File: src/rtl/wb_pkg.sv
// Shared types and defaults for the register-file writeback block.
package wb_pkg;

  localparam int         WB_DEPTH  = 4;
  localparam logic [3:0] WB_PC_REG = 4'd15;

  // One queued register write.
  typedef struct packed {
    logic [3:0]  addr;
    logic [15:0] data;
  } wb_entry_t;

  // Identity of the source that won the most recent grant.
  typedef enum logic {
    SRC_LD  = 1'b0,
    SRC_ALU = 1'b1
  } wb_src_e;

  // Register index to a 16-bit one-hot flag vector.
  function automatic logic [15:0] reg_onehot(input logic [3:0] a);
    reg_onehot = 16'h0001 << a;
  endfunction

endpackage

File: src/rtl/wb_fifo.sv
// In-order write queue. It exposes its storage and head pointer so that the
// parent can derive which registers still have writes in flight.
module wb_fifo
  import wb_pkg::*;
#(
  parameter int DEPTH = WB_DEPTH
) (
  input  logic                        clk,
  input  logic                        rst,
  input  logic                        i_push,
  input  wb_entry_t                   i_entry,
  input  logic                        i_pop,
  output logic                        o_full,
  output logic                        o_empty,
  output logic [$clog2(DEPTH):0]      o_count,
  output logic [$clog2(DEPTH)-1:0]    o_head_ptr,
  output wb_entry_t [DEPTH-1:0]       o_entries
);

  localparam int PW = $clog2(DEPTH);

  wb_entry_t [DEPTH-1:0] r_mem;
  logic [PW-1:0]         r_head;
  logic [PW-1:0]         r_tail;
  logic [PW:0]           r_count;
  logic                  w_push;
  logic                  w_pop;

  assign o_full     = (r_count == (PW+1)'(DEPTH));
  assign o_empty    = (r_count == '0);
  assign w_push     = i_push && !o_full;
  assign w_pop      = i_pop && !o_empty;
  assign o_count    = r_count;
  assign o_head_ptr = r_head;
  assign o_entries  = r_mem;

  // Pointer and occupancy bookkeeping; pointers wrap naturally at DEPTH.
  // NOTE: state registers use non-blocking assignments so every flop samples
  // pre-edge values regardless of statement order.
  always_ff @(posedge clk or posedge rst) begin
    if (rst) begin
      r_head  <= '0;
      r_tail  <= '0;
      r_count <= '0;
    end else begin
      if (w_push) r_tail <= r_tail + 1'b1;
      if (w_pop)  r_head <= r_head + 1'b1;
      case ({w_push, w_pop})
        2'b10:   r_count <= r_count + 1'b1;
        2'b01:   r_count <= r_count - 1'b1;
        default: ;
      endcase
    end
  end

  // Entry storage, written at the tail on every accepted push.
  // NOTE: storage carries no reset; an entry only becomes visible once the
  // count covers it, so its power-up contents are never observed.
  always_ff @(posedge clk) begin
    if (w_push) r_mem[r_tail] <= i_entry;
  end

endmodule

File: src/rtl/rf_writeback.sv
// Register-file writeback: arbitrates ALU and load results into an in-order
// write queue, drains it through the general write port, and lets a PC update
// take the cycle (stalling the queue head) whenever one is requested.
module rf_writeback
  import wb_pkg::*;
#(
  parameter int         DEPTH  = WB_DEPTH,
  parameter logic [3:0] PC_REG = WB_PC_REG
) (
  input  logic        clk,
  input  logic        rst,
  input  logic        alu_valid,
  output logic        alu_ready,
  input  logic [3:0]  alu_addr,
  input  logic [15:0] alu_data,
  input  logic        ld_valid,
  output logic        ld_ready,
  input  logic [3:0]  ld_addr,
  input  logic [15:0] ld_data,
  input  logic        pc_valid,
  input  logic [15:0] pc_new,
  output logic        w_en,
  output logic [3:0]  w_addr,
  output logic [15:0] w_data,
  output logic        pc_en,
  output logic [3:0]  pc_addr,
  output logic [15:0] pc_data,
  output logic [15:0] pending
);

  localparam int PW = $clog2(DEPTH);

  wb_src_e               r_last_grant;
  logic                  w_grant_ld;
  logic                  w_grant_alu;
  logic                  w_ld_xfer;
  logic                  w_alu_xfer;
  logic                  w_push;
  wb_entry_t             w_push_entry;
  wb_entry_t             w_head;
  logic                  w_full;
  logic                  w_empty;
  logic [PW:0]           w_count;
  logic [PW-1:0]         w_head_ptr;
  wb_entry_t [DEPTH-1:0] w_entries;

  // Round-robin grant: a lone requester wins outright, a tie goes to the
  // source that did not win last time.
  // NOTE: every output of a combinational block gets a default first so no
  // path leaves it unassigned and a latch is never inferred.
  always_comb begin
    w_grant_ld  = 1'b0;
    w_grant_alu = 1'b0;
    if (ld_valid && alu_valid) begin
      if (r_last_grant == SRC_ALU) w_grant_ld  = 1'b1;
      else                         w_grant_alu = 1'b1;
    end else begin
      w_grant_ld  = ld_valid;
      w_grant_alu = alu_valid;
    end
  end

  // Ready looks only at occupancy, never at a same-cycle pop.
  assign ld_ready     = !rst && w_grant_ld  && !w_full;
  assign alu_ready    = !rst && w_grant_alu && !w_full;
  assign w_ld_xfer    = ld_valid  && ld_ready;
  assign w_alu_xfer   = alu_valid && alu_ready;
  assign w_push       = w_ld_xfer || w_alu_xfer;
  assign w_push_entry = w_ld_xfer ? wb_entry_t'{addr: ld_addr,  data: ld_data}
                                  : wb_entry_t'{addr: alu_addr, data: alu_data};

  // Remember the winner of the last actual transfer; reset favours load.
  always_ff @(posedge clk or posedge rst) begin
    if (rst)             r_last_grant <= SRC_ALU;
    else if (w_ld_xfer)  r_last_grant <= SRC_LD;
    else if (w_alu_xfer) r_last_grant <= SRC_ALU;
  end

  wb_fifo #(.DEPTH(DEPTH)) u_fifo (
    .clk        (clk),
    .rst        (rst),
    .i_push     (w_push),
    .i_entry    (w_push_entry),
    .i_pop      (w_en),
    .o_full     (w_full),
    .o_empty    (w_empty),
    .o_count    (w_count),
    .o_head_ptr (w_head_ptr),
    .o_entries  (w_entries)
  );

  // PC port is a straight combinational pass-through and owns the cycle.
  assign pc_en   = pc_valid;
  assign pc_addr = PC_REG;
  assign pc_data = pc_new;

  // General port drains the head unless a PC update is stealing the cycle.
  assign w_head = w_entries[w_head_ptr];
  assign w_en   = !w_empty && !pc_valid;
  assign w_addr = w_en ? w_head.addr : 4'd0;
  assign w_data = w_en ? w_head.data : 16'd0;

  // Pending flags: OR of one-hot destinations over the occupied slots.
  always_comb begin
    pending = '0;
    for (int i = 0; i < DEPTH; i++) begin
      if ({1'b0, PW'(i) - w_head_ptr} < w_count)
        pending = pending | reg_onehot(w_entries[i].addr);
    end
  end

endmodule

File: config.mk
export PLATFORM = sky130hd
export DESIGN_NAME = rf_writeback
export DESIGN_NICKNAME = d
export VERILOG_FILES = /design/src/rtl/wb_pkg.sv /design/src/rtl/wb_fifo.sv /design/src/rtl/rf_writeback.sv
export SDC_FILE = /design/constraint.sdc
export NUM_CORES = 1
export LEC_CHECK = 0
export ABC_AREA = 1
export BUFFER_PORTS_ARGS = -buffer_cell sky130_fd_sc_hd__clkbuf_2
export CAP_MARGIN = 25
export CORE_MARGIN = 2
export CORE_UTILIZATION = 54
export DETAILED_ROUTE_END_ITERATION = 10
export PLACE_DENSITY = 0.81
export SLEW_MARGIN = 20
export SYNTH_ARGS = -nofsm -noshare
export SYNTH_HDL_FRONTEND = slang
export SYNTH_SLANG_ARGS = --single-unit
export TNS_END_PERCENT = 20
File: constraint.sdc
create_clock -name clk -period 3.2 [get_ports clk]
set_clock_uncertainty 0.15 [all_clocks]
set_input_delay 0.64 -clock clk [delete_from_list [all_inputs] [get_ports clk]]
set_output_delay 0.64 -clock clk [all_outputs]
set_load 0.05 [all_outputs]
==> out/qor.yml, run 1 <==
startpoint: "u_fifo.o_head_ptr[0]"
core-area_um2: 9200
clkTransAtPathRegs_ps: 90
first_pass_iters: 7
cts_made_buffers: 9
dieArea_um2: 10200
min_period_ps: 3040
slew_headroom_pct: 61.6
fmax_ghz: 0.329
synthCells: 600
critPathCaptureType: "primary output"
clock-root-buffer: "clkbuf_8"
cp-start-kind: "flop"
worst-setup-path-type: "flop to primary output"
yosys_register_bits: 88
fin_nets: 735
die_h_um: 101
yosysWarnings: 0
grt_use_total_pct: 26.2
drtAntennaViolNets: 0
wirelength_um: 12800
diodes: 0
port_buffers: 84
drive_gt1_share_pct: 21.5
yosys.area.top_type: "edfxtp_1"
p_leak_nw: 2.52
synth_flop_cell: "edfxtp_1"
r2r_end: "u_fifo.o_count[2]"
overflow: 0
worst-path-max-fanout: 7
max_stage_delay_ps: 460
std_cell_rows: 35
vdd.ir_drop.worst_mv: 0.582
hold_viol_final: 0
wire_per_inst_um: 16.5
setup_viol: 0
synth_cell_types: 35
worstPathArrival_ps: 2250
postSynthAreaPerCell_um2: 8.47
finalPower_mw: 5.35
ff2ff_setup_slack_ps: 680
setup-tns-final_ps: 0
p_per_area_nw_per_um2: 925
num_io_pins: 121
maxCapViolCount: 0
start_util_pct: 55.3
cts_hold_buf: 0
worst_pin_slew_ps: 576
avgViaCountPerCell: 5.61
crit_end: "pending[15]"
routabilityCongestion: 0.920
grt_pass1_vias: 4120
dieWidth_um: 101
critical_path.most_common_cell: "nand2_1"
slew_violations: 0
grt_pass1_wl_um: 20500
period_share_pct: 94.9
drt_iter0_drc: 245
reg2regPathDepth: 12
grt_antenna_before_repair: 0
path_cells: "inv_4, nand2_1, nand2_2, inv_1, ha_1, inv_1, nor2_4, nand2_4, nand2_1, nor2_2, nand2_1, nand3_1, buf_12"
clk_path_buf_depth: 2
grt_max_degree: 34
clock-sinks: 88
synth-seq-area-share_pct: 51.2
area_delta_synth_final_pct: 13.8
status: "finished, final reports clean"
synth_area_leaders: "edfxtp_1, nand2_1, nand3_1"
critPathRequiredTime_ps: 2410
drcViolationCount: 0
synth_top_area_share_pct: 47.2
route.vias.total: 4373
clock_latency_ps: 340
crit_path_top_delay_cell: "dfrtp_2"
r2r_start: "u_fifo.o_count[1]"
htreeDepth: 3
async_flop_share_pct: 9.09
hold_path.class: "input port to async pin"
synth_edf_count: 80
cts_tree: "built"
dp_hpwl_um: 9100
rsz0062_at_grt: "false"
syn_area_um2: 5080
-- per-layer routing --
metal  GRT usage, %  part of all wire (%)
met1           32.2                    38
met3           4.16                   7.5
met2           46.2                    51
met5              0                     0
met4           9.98                   2.8
-- layout make-up --
cell class	count	area (µm²)
Clock buffer	11	131
Clock inverter	5	40.0
Fill cell	758	3410
Inverter	42	160
Multi-Input combinational cell	424	2040
Sequential cell	88	2610
Tap cell	111	139
Timing Repair Buffer	99	668
-- per-stage QoR --
step / utilization, % / hold slack, ps / worst slack [ps] / std cells / area [µm²]
after floorplan: - / 303 / 446 / 603 / 5100
after global placement: 60.5 / 324 / 430 / 760 / 5560
after detailed placement: 60.5 / 340 / 352 / 760 / 5560
after CTS: 62.6 / 96.8 / 66.3 / 779 / 5760
after global routing: 62.9 / 119 / 11.2 / 780 / 5780
final: 62.9 / 92.6 / 164 / 780 / 5780
-- flip-flops by register name, indices dropped and copies added, names as in the netlist --
signal	flops
u_fifo.r_tail	2
u_fifo.o_head_ptr	2
r_last_grant	1
u_fifo.o_count	3
u_fifo.o_entries	80
-- kinds of logic after synthesis --
kind of cell,Yosys count,synth area share [%]
buffers and inverters,92,9.62
adders and majority gates,10,2.61
AOI/OAI and AO/OA,32,3.91
other,1,0.0737
DFF,88,51.2
and+or+nand+nor,374,32.1
xor gates and xnor gates,3,0.517
-- worst min-delay path by stage --
stage	endpoint
finish	u_fifo.r_tail[0]
floorplan	u_fifo.o_count[1]
global route	u_fifo.r_tail[0]
detailed placement	u_fifo.o_count[1]
global placement	r_last_grant
CTS	u_fifo.r_tail[0]
-- synth_stat cells (2+ instances only) --
master / instances
a21oi_1: 3
a31oi_1: 16
dfrtp_1: 7
xor2_1: 2
nand2_4: 2
nor3_1: 17
nand2_1: 184
clkbuf_1: 3
o22ai_1: 8
buf_6: 2
buf_4: 28
buf_2: 17
ha_1: 9
edfxtp_1: 80
nand4_1: 20
inv_1: 35
nor2_4: 2
nor2_1: 73
o21ai_0: 2
inv_2: 5
nand3_1: 67
nand2_2: 5
-- timing repair --
item,in CTS,in global routing
endpoints found under the setup margin,1,16
hold endpoints to repair,0,0
gates cloned,0,1
buffers inserted,3,0
pin swaps,1,1
resized for setup,0,9
-- critical path: cells and delay by family, from the launching register on --
family | cells | cell delay, ps
flops | 1 | 460
buf+inv | 4 | 370
simple gates | 8 | 810
fa+ha+maj | 1 | 260
-- cells in the final DEF (no fill, tap or decap), drive strengths merged --
master and n:
nor2 77, clkinv 1, fa 1, nand3b 1, clkbuf 86, edfxtp 80, a21boi 1, nand2 192
nand3 68, xor2 2, inv 43, buf 24, o21bai 1, dfstp 1, nor3 17, a31oi 16
xnor2 1, a21oi 3, dfrtp 7, clkinvlp 3, conb 4, o22ai 8, o21ai 3, nand4 20
ha 9
-- power breakdown --
part | internal (mW) | switching [mW]
clock network | 0.288 | 0.380
registers | 1.54 | 0.167
logic | 0.827 | 2.15
total | 2.65 | 2.70
Power figures use the tool's default switching activity.
==> inputs of run 2 (changes only) <==
--- a/config.mk
+++ b/config.mk
@@ -11,6 +11,7 @@
 export CORE_MARGIN = 2
 export CORE_UTILIZATION = 54
 export DETAILED_ROUTE_END_ITERATION = 10
+export MAX_ROUTING_LAYER = met4
 export PLACE_DENSITY = 0.81
 export SLEW_MARGIN = 20
 export SYNTH_ARGS = -nofsm -noshare
==> run 2 against run 1 <==
Routed wire length rose by 1.7%. Clock power rose by 15%. Cell area up 0.67%. Non-clock buffer count increased by 1. Critical path type unchanged.
==> out/qor.yml, run 2 (synthesis results as in run 1) <==
worstPathArrival_ps: 2260  # about the same
cp-start-kind: "flop"
grt_busiest_layer: "met2"
wire_per_inst_um: 16.7  # +1.6%
cts_tree: "built"
cts_hold_buf: 0  # unchanged
setup_slack_ps: 153  # -11.1 ps
vdd.ir_drop.worst_mv: 0.545  # -6.4%
drt_iter0_drc: 261  # +6.5%
critPathRequiredTime_ps: 2410  # about the same
clock-root-buffer: "clkbuf_8"
p_leak_nw: 2.55  # +1.1%
final_common_cell: "nand2_1"
grt_max_degree: 35  # +2.9%
period_share_pct: 95.2  # +0.35 points
hold_path.class: "input port to async pin"
drcViolationCount: 0  # unchanged
clock_latency_ps: 350  # about the same
worst-path-max-fanout: 7  # unchanged
cts_made_buffers: 9  # unchanged
area_delta_synth_final_pct: 14.5
postLayoutCellArea_um2: 5820  # +0.67%
core-area_um2: 9200  # unchanged
fin_nets: 736  # +0.14%
start_util_pct: 55.3  # unchanged
p_per_area_nw_per_um2: 942  # +1.8%
route.vias.total: 4369  # -0.091%
largest_register_ffs: 80  # unchanged
grt_pass1_wl_um: 20500  # +0.41%
hold_viol_final: 0  # unchanged
grt_use_total_pct: 27.0  # +0.82 points
overflow: 0  # unchanged
clkTransAtPathRegs_ps: 90  # about the same
first_pass_iters: 4  # -3
maxCapViolCount: 0  # unchanged
port_buffers: 84  # unchanged
clock-sinks: 88  # unchanged
routabilityCongestion: 0.907  # -1.4%
place_area_um2: 5560  # unchanged
drtAntennaViolNets: 0  # unchanged
setup-tns-final_ps: 0  # unchanged
slew_violations: 0  # unchanged
setup_viol: 0  # unchanged
grtUsageMet2_pct: 46.4  # +0.25 points
die_h_um: 101  # unchanged
wirelength_um: 13100  # +1.7%
status: "finished, final reports clean"
min_period_ps: 3050  # +11.1 ps
worst-setup-path-type: "flop to primary output"
grt_antenna_before_repair: 0  # unchanged
dp_hpwl_um: 9210  # +1.2%
clk_path_buf_depth: 2  # unchanged
grt_pass1_vias: 4214  # +2.3%
num_io_pins: 121  # unchanged
mostFrequentLayoutCells: "nand2_1, edfxtp_1, clkbuf_2"
drive_gt1_share_pct: 21.8  # +0.27 points
diodes: 0  # unchanged
fin_util_pct: 63.3  # +0.42 points
dpl_worst_slack_ps: 412  # +60.2 ps
dieArea_um2: 10200  # unchanged
dieWidth_um: 101  # unchanged
htreeDepth: 3  # unchanged
critPathCaptureType: "primary output"
std_cell_rows: 35  # unchanged
avgViaCountPerCell: 5.59  # -0.22%
groute.layer.met1.usage_pct: 31.5  # -0.72 points
use_met3_pct: 3.74  # -0.42 points
fmax_ghz: 0.328  # -0.36%
run 2: cell types whose count changed in the layout (fill, tap and decap cells not counted), sizes merged:
cell	previous run	this run
bufinv	0	1
buf	24	27
clkinvlp	3	1
clkinv	1	4
clkbuf	86	82
run 2: layer usage:
| metal | up-vias | share of wire, % |
|---|---|---|
| met5 | - | 0 |
| met2 | 206 | 51 |
| met3 | 27 | 6.7 |
| met1 | 2018 | 39 |
| li1 | 2118 | - |
| met4 | 0 | 3.3 |
run 2: what timing repair did:
item,in CTS,in global routing
setup buffers,0,4
gates resized for setup,0,11
endpoints found under the setup margin,0,18
run 2: per-stage QoR:
stage	instances	total power, mW	hold WS, ps
after floorplan	603	3.87	303
after global placement	760	4.53	325
after detailed placement	760	4.61	344
after CTS	776	5.37	101
after global routing	781	5.80	109
final	781	5.48	94.3
run 2: worst paths after layout:
| kind | from | end | slack, ps | cells past startpoint |
|---|---|---|---|---|
| max reg2reg | u_fifo.o_count[1] | u_fifo.o_count[2] | 710 | 12 |
| max | u_fifo.o_head_ptr[0] | pending[11] | 150 | 13 |
| min reg2reg | r_last_grant | r_last_grant | 360 | 2 |
| min in group clk | r_last_grant | r_last_grant | 360 | 2 |
| min | rst | u_fifo.r_tail[0] | 90 | 2 |
| max in group asynchronous | rst | u_fifo.o_head_ptr[1] | 2470 | 2 |
run 2: where the power goes:
| part | internal (mW) | switching, mW | leakage [nW] |
|---|---|---|---|
| combinational | 0.841 | 2.17 | 1.62 |
| sequential | 1.54 | 0.166 | 0.823 |
| clock | 0.369 | 0.396 | 0.0994 |
| total | 2.75 | 2.74 | 2.55 |
run 2: worst max-delay path, cell delays in order (launching register included):
cell	delay, ps
dfrtp_2	450
inv_4	60
nand2_1	100
nand2_1	120
inv_1	70
ha_1	270
inv_1	100
nor2_4	50
nand2_4	110
nand2_1	70
nor2_2	140
nand2_1	70
nand3_1	150
buf_12	150
run 2: final cells by class:
| cell class | instances | area, µm² |
|---|---|---|
| inverters | 42 | 160 |
| fillers | 760 | 3370 |
| clock buffers | 9 | 124 |
| well taps | 111 | 139 |
| repair buffers | 100 | 676 |
| multi-input cells | 424 | 2040 |
| flip-flops and latches | 88 | 2610 |
| clock inverters | 7 | 78.8 |
